### config.mk
export PLATFORM = sky130hd
export DESIGN_NAME = time_bcd_counter
export DESIGN_NICKNAME = d
export VERILOG_FILES = /design/src/rtl/time_pkg.sv /design/src/rtl/bcd_pair_counter.sv /design/src/rtl/time_bcd_counter.sv
export SDC_FILE = /design/constraint.sdc
export NUM_CORES = 1
export LEC_CHECK = 0
export ABC_AREA = 1
export CORE_MARGIN = 5
export CORE_UTILIZATION = 56
export CTS_CLUSTER_DIAMETER = 150
export CTS_CLUSTER_SIZE = 14
export DETAILED_ROUTE_END_ITERATION = 7
export PLACE_DENSITY_LB_ADDON = 0.05
export SYNTH_ARGS = -nofsm -noshare
export SYNTH_HDL_FRONTEND = slang
export SYNTH_SLANG_ARGS = --single-unit
export TNS_END_PERCENT = 30
### constraint.sdc
create_clock -name clk -period 2 [get_ports clk]
set_input_delay 0.4 -clock clk [delete_from_list [all_inputs] [get_ports clk]]
set_output_delay 0.4 -clock clk [all_outputs]
set_load 0.01 [all_outputs]
### src/rtl/time_pkg.sv
// Shared BCD limits and run encoding for the hh:mm:ss time-keeping stage.
package time_pkg;

  typedef logic [7:0] bcd_pair_t;

  localparam logic [3:0] SEC_TENS_MAX = 4'd5;
  localparam logic [3:0] DIG_MAX      = 4'd9;
  localparam bcd_pair_t  SEC_MAX      = {SEC_TENS_MAX, DIG_MAX};
  localparam bcd_pair_t  HOUR24_MAX   = 8'h23;
  localparam bcd_pair_t  HOUR12_MAX   = 8'h12;
  localparam bcd_pair_t  HOUR12_MIN   = 8'h01;
  // Last hour before the start-of-day wrap in 12h mode (11:59:59 -> 12:00:00).
  localparam bcd_pair_t  HOUR12_LAST  = 8'h11;

  localparam logic [1:0] EN_RUN = 2'b01;

  // With both nibbles at most 9, the hex ordering of a BCD pair matches its
  // decimal ordering, so plain comparisons give the range check.
  function automatic logic bcd_in_range(input bcd_pair_t v, input bcd_pair_t lo,
                                        input bcd_pair_t hi);
    return (v[7:4] <= DIG_MAX) && (v[3:0] <= DIG_MAX) && (v >= lo) && (v <= hi);
  endfunction

endpackage

### src/rtl/bcd_pair_counter.sv
// Two-digit BCD field counter with wrap MAX_VAL -> MIN_VAL and validated load.
module bcd_pair_counter
  import time_pkg::*;
#(
  parameter bcd_pair_t MAX_VAL = 8'h59,
  parameter bcd_pair_t MIN_VAL = 8'h00,
  parameter bcd_pair_t RST_VAL = 8'h00
) (
  input  logic       clk,
  input  logic       rst_n,
  input  logic       inc,
  input  logic       load,
  input  logic [7:0] load_value,
  output logic       valid,
  output logic       carry_out,
  output logic [7:0] value
);

  bcd_pair_t next_inc;

  assign valid     = bcd_in_range(load_value, MIN_VAL, MAX_VAL);
  // Combinational carry so the whole hh:mm:ss chain resolves on one edge.
  assign carry_out = inc && (value == MAX_VAL);

  // NOTE: every variable written in always_comb gets a default first, so no
  // path through the block can leave it unassigned and infer a latch.
  always_comb begin
    next_inc = value;
    if (value == MAX_VAL)
      next_inc = MIN_VAL;
    else if (value[3:0] == DIG_MAX)
      next_inc = {value[7:4] + 4'd1, 4'd0};
    else
      next_inc = {value[7:4], value[3:0] + 4'd1};
  end

  // NOTE: sequential state uses non-blocking assignments so every flop samples
  // pre-edge values, independent of block evaluation order.
  always_ff @(posedge clk or negedge rst_n) begin
    if (!rst_n)
      value <= RST_VAL;
    else if (load)
      value <= valid ? load_value : RST_VAL;
    else if (inc)
      value <= next_inc;
  end

endmodule

### src/rtl/time_bcd_counter.sv
// hh:mm:ss BCD time counter: 1 Hz counting, pause, hour/minute load with
// validation, and a one-clk day-rollover pulse.
module time_bcd_counter
  import time_pkg::*;
#(
  parameter int HOUR_MODE = 24
) (
  input  logic       clk,
  input  logic       rst_n,
  input  logic       tick_1hz,
  input  logic [1:0] en_pause,
  input  logic       set,
  input  logic [3:0] init_value_m0,
  input  logic [3:0] init_value_m1,
  input  logic [3:0] init_value_h0,
  input  logic [3:0] init_value_h1,
  output logic [3:0] dig0,
  output logic [3:0] dig1,
  output logic [3:0] dig2,
  output logic [3:0] dig3,
  output logic [3:0] dig4,
  output logic [3:0] dig5,
  output logic       day_carry,
  output logic       load_err
);

  localparam bcd_pair_t HR_MIN = (HOUR_MODE == 12) ? HOUR12_MIN : 8'h00;
  localparam bcd_pair_t HR_MAX = (HOUR_MODE == 12) ? HOUR12_MAX : HOUR24_MAX;
  localparam bcd_pair_t HR_RST = (HOUR_MODE == 12) ? HOUR12_MAX : 8'h00;

  bcd_pair_t sec_value, min_value, hr_value;
  logic      sec_valid, min_valid, hr_valid;
  logic      sec_carry, min_carry, hr_carry;
  logic      run_tick, day_wrap, err_now, err_new;
  logic      set_q;
  logic [15:0] init_q;

  // Load wins over counting, so ticks arriving during set are discarded.
  assign run_tick = tick_1hz && (en_pause == EN_RUN) && !set;

  bcd_pair_counter #(.MAX_VAL(SEC_MAX), .MIN_VAL(8'h00), .RST_VAL(8'h00)) u_sec (
    .clk        (clk),
    .rst_n      (rst_n),
    .inc        (run_tick),
    .load       (set),
    .load_value (8'h00),
    .valid      (sec_valid),
    .carry_out  (sec_carry),
    .value      (sec_value)
  );

  bcd_pair_counter #(.MAX_VAL(SEC_MAX), .MIN_VAL(8'h00), .RST_VAL(8'h00)) u_min (
    .clk        (clk),
    .rst_n      (rst_n),
    .inc        (sec_carry),
    .load       (set),
    .load_value ({init_value_m1, init_value_m0}),
    .valid      (min_valid),
    .carry_out  (min_carry),
    .value      (min_value)
  );

  bcd_pair_counter #(.MAX_VAL(HR_MAX), .MIN_VAL(HR_MIN), .RST_VAL(HR_RST)) u_hr (
    .clk        (clk),
    .rst_n      (rst_n),
    .inc        (min_carry),
    .load       (set),
    .load_value ({init_value_h1, init_value_h0}),
    .valid      (hr_valid),
    .carry_out  (hr_carry),
    .value      (hr_value)
  );

  // In 12h mode the hour wrap (12->01) is not the day boundary; 11->12 is.
  assign day_wrap = (HOUR_MODE == 12) ? (min_carry && (hr_value == HOUR12_LAST))
                                      : hr_carry;

  // Report an invalid load once per distinct set episode / value combination.
  assign err_now = set && !(sec_valid && min_valid && hr_valid);
  assign err_new = !set_q ||
                   (init_q != {init_value_h1, init_value_h0, init_value_m1, init_value_m0});

  always_ff @(posedge clk or negedge rst_n) begin
    if (!rst_n) begin
      day_carry <= 1'b0;
      load_err  <= 1'b0;
      set_q     <= 1'b0;
      init_q    <= '0;
    end else begin
      day_carry <= day_wrap;
      load_err  <= err_now && err_new;
      set_q     <= set;
      init_q    <= {init_value_h1, init_value_h0, init_value_m1, init_value_m0};
    end
  end

  assign dig0 = sec_value[3:0];
  assign dig1 = sec_value[7:4];
  assign dig2 = min_value[3:0];
  assign dig3 = min_value[7:4];
  assign dig4 = hr_value[3:0];
  assign dig5 = hr_value[7:4];

endmodule

==> results of run 1 <==
==> area by class of cell <==
class	instances	share of cell area [%]
Clock buffer	6	2.634
Clock inverter	2	1.117
Inverter	53	6.385
Multi-Input combinational cell	233	37.43
Sequential cell	43	34.32
Tap cell	52	2.075
Timing Repair Buffer	52	16.04
==> power breakdown <==
part / total (W) / internal [W] / switching [W]
registers: 0.00100 / 0.000931 / 0.0000716
logic: 0.000438 / 0.000208 / 0.000230
clock network: 0.000703 / 0.000404 / 0.000299
total: 0.00214 / 0.00154 / 0.000601
==> cell families after synthesis <==
family	after synthesis
xor+xnor	10
flops	43
buf+inv	56
compound gates	25
simple gates	188
fa+ha+maj	10
==> sequential cells by signal, indices dropped and copies added, names as in the netlist <==
name / cells
u_min.value: 8
u_sec.value: 8
u_hr.value: 8
load_err: 1
day_carry: 1
init_q: 16
set_q: 1
==> path summary, 6_finish.rpt <==
kind	to	cells past startpoint	startpoint
worst max-delay path	dig5[1]	1	u_hr.value[5]$_DFFE_PN0P_
min in group clk	u_min.value[2]$_DFFE_PN0P_	2	u_min.value[2]$_DFFE_PN0P_
worst min register to register	u_min.value[2]$_DFFE_PN0P_	2	u_min.value[2]$_DFFE_PN0P_
worst min-delay path	init_q[14]$_DFF_PN0_	1	rst_n
max in group asynchronous	init_q[1]$_DFF_PN0_	2	rst_n
worst max register to register	u_hr.value[5]$_DFFE_PN0P_	9	u_min.value[5]$_DFFE_PN0P_
==> stage by stage <==
| stage | setup slack (ns) | cell area, um^2 | hold WS [ns] | util (%) |
|---|---|---|---|---|
| after floorplan | 0.5993 | 2474 | 0.1044 | - |
| after global placement | 0.1032 | 3018 | 0.3985 | 69.79 |
| after detailed placement | 0.07707 | 3018 | 0.3938 | 69.79 |
| after CTS | 0.2509 | 3136 | 0.06514 | 72.51 |
| after global routing | 0.2073 | 3136 | 0.09532 | 72.51 |
| final | 0.2603 | 3136 | 0.05518 | 72.51 |
==> metal layers <==
layer / GRT usage, % / vias to the layer above / wire length [um]
met5: 0 / - / 0
met4: 7.517 / 0 / 40
met3: 4.137 / 4 / 276
met2: 33.13 / 59 / 2697
met1: 25.70 / 1047 / 2535
li1: - / 1148 / -
==> cell usage in the layout (no fill, tap or decap) <==
cell type and n:
nand2_2 1, inv_1 49, nand3_1 25, clkdlybuf4s50_1 46
o21ai_1 3, bufinv_16 1, clkbuf_8 6, nor2_2 3
nand3b_1 4, nor2_4 1, inv_2 2, o21ai_0 14
clkinv_1 1, buf_4 5, nand3_2 4, a21oi_1 4
xnor2_1 6, o22ai_1 3, xor2_1 4, nor3_1 2
o21bai_1 1, nand2_1 114, buf_2 1, nand4_1 7
ha_1 10, dfrtp_1 43, nand2_4 2, nor2_1 25
clkinv_2 2
==> impl_metrics.ini, run 1 <==
[run_status]
status = complete, no violations

[setup_path]
crit_chain = clkdlybuf4s50_1
critPathMaxFanout = 6
path_delay_family = buffers and inverters
crit_slowest_cell = clkdlybuf4s50_1
cp.required_ns = 1.60
rrSetupSlack_ns = 0.35
cp.arrival_ns = 1.34
cp-end-kind = output port
critical_path_class = reg2out
crit_path_start_kind = register
critPathBufInv = 1
slowest_delay_ns = 0.58

[logic_synthesis]
synth_cell_types = 27
synth_top_family_by_area = simple AND/OR/NAND/NOR gates
yosys_register_bits = 43
yosys_warnings = 0
synth_area_um2 = 2474
synth-edff-count = 0
synth-compound-area-share_pct = 5.311
synthAdderAreaFrac_pct = 5.058
synth-simple-area-share_pct = 33.54
syn-num-nets = 364
muxShareOfSynthArea_pct = 0
yosysSeqAreaShare_pct = 43.50
synth_xor_area_share_pct = 3.541
async_flop_share_pct = 100.0
avgSynthCellArea_um2 = 7.451
yosysTopAreaCellShare_pct = 43.50
ys_top_cells_by_area = dfrtp_1, nand2_1, inv_1
syn_inst = 332
synth_common_cells = nand2_1, inv_1, dfrtp_1, nand3_1, nor2_1
yosysTopAreaCell = dfrtp_1
ys.flop_type = dfrtp_1
yosysMostFrequentCell = nand2_1

[floorplan]
die-area_um2 = 5846
die_h_um = 76.46
start_util_pct = 57.20
num_io_pins = 48
num_rows = 24
die_w_um = 76.46
core_area_um2 = 4324

[timing]
slew-limit-headroom_pct = 67.15
fmax_ghz = 0.5748
setup_viol = 0
min_period_ns = 1.740
finalClockSkew_ns = 0.005538
drv_slew = 0
timing.setup.tns_ns = 0
tightestPinTransition_ns = 0.4927
finalCritPeriodShare_pct = 86.98
hold_violations = 0
rsz0062_at_grt = no

[global_route]
grt-ovfl-total = 0
grt_max_degree = 23
grt_pass1_wl_mm = 9.853
grt_use_total_pct = 20.03
antenna_found_initial = 0
grt_pass1_vias = 2233

[routing]
wl_per_cell_um = 12.59
route.detailed.drc = 0
vias = 2258
drt.antenna.violating_nets = 0
drt_iter0_drc = 97
vias_per_cell = 5.120
first_pass_iters = 4
routed_wl_mm = 5.550

[layout]
instances_no_fill = 441
nets = 420
syn2layout_area_growth_pct = 26.76
drive_gt1_share_pct = 7.198
multi_input_area_um2 = 1174
antenna-diode-count = 0
seqCellArea_um2 = 1076
num-fill-cells = 357

[clock_tree]
cts_setup_buffers = 0
cts-htree-levels = 2
root_buffer = clkbuf_8
cts.sinks = 43
cts_tree = done
ctsLongestPathBuffers = 2
clkLatencyLatePin_ns = 0.30
path_clk_slew_ns = 0.08
cts_buffers = 5
cts_resized = 0
cts_hold_buf = 0

[placed_design]
dp_cells = 433
place_congestion = 0.8689
dp_hpwl_mm = 4.134
port_buffers = 47

[min_path]
hold_class = in2async

[flow_run]
maxCapViolations = 0

[pwr]
peakVddDrop_uv = 519.5
p_leak_nw = 1.593
p_total_w = 0.002144
p_per_area_nw_per_um2 = 683.7
Note: power is estimated with default switching activity, not from simulation.
==> run 2, diff against run 1 <==
CAP_MARGIN = 20   (was unset)
GPL_TIMING_DRIVEN = 1   (was unset)
TNS_END_PERCENT = 10   (was 30)
==> results of run 2 <==
The final DEF is identical to that of run 1; final timing and power are the same.
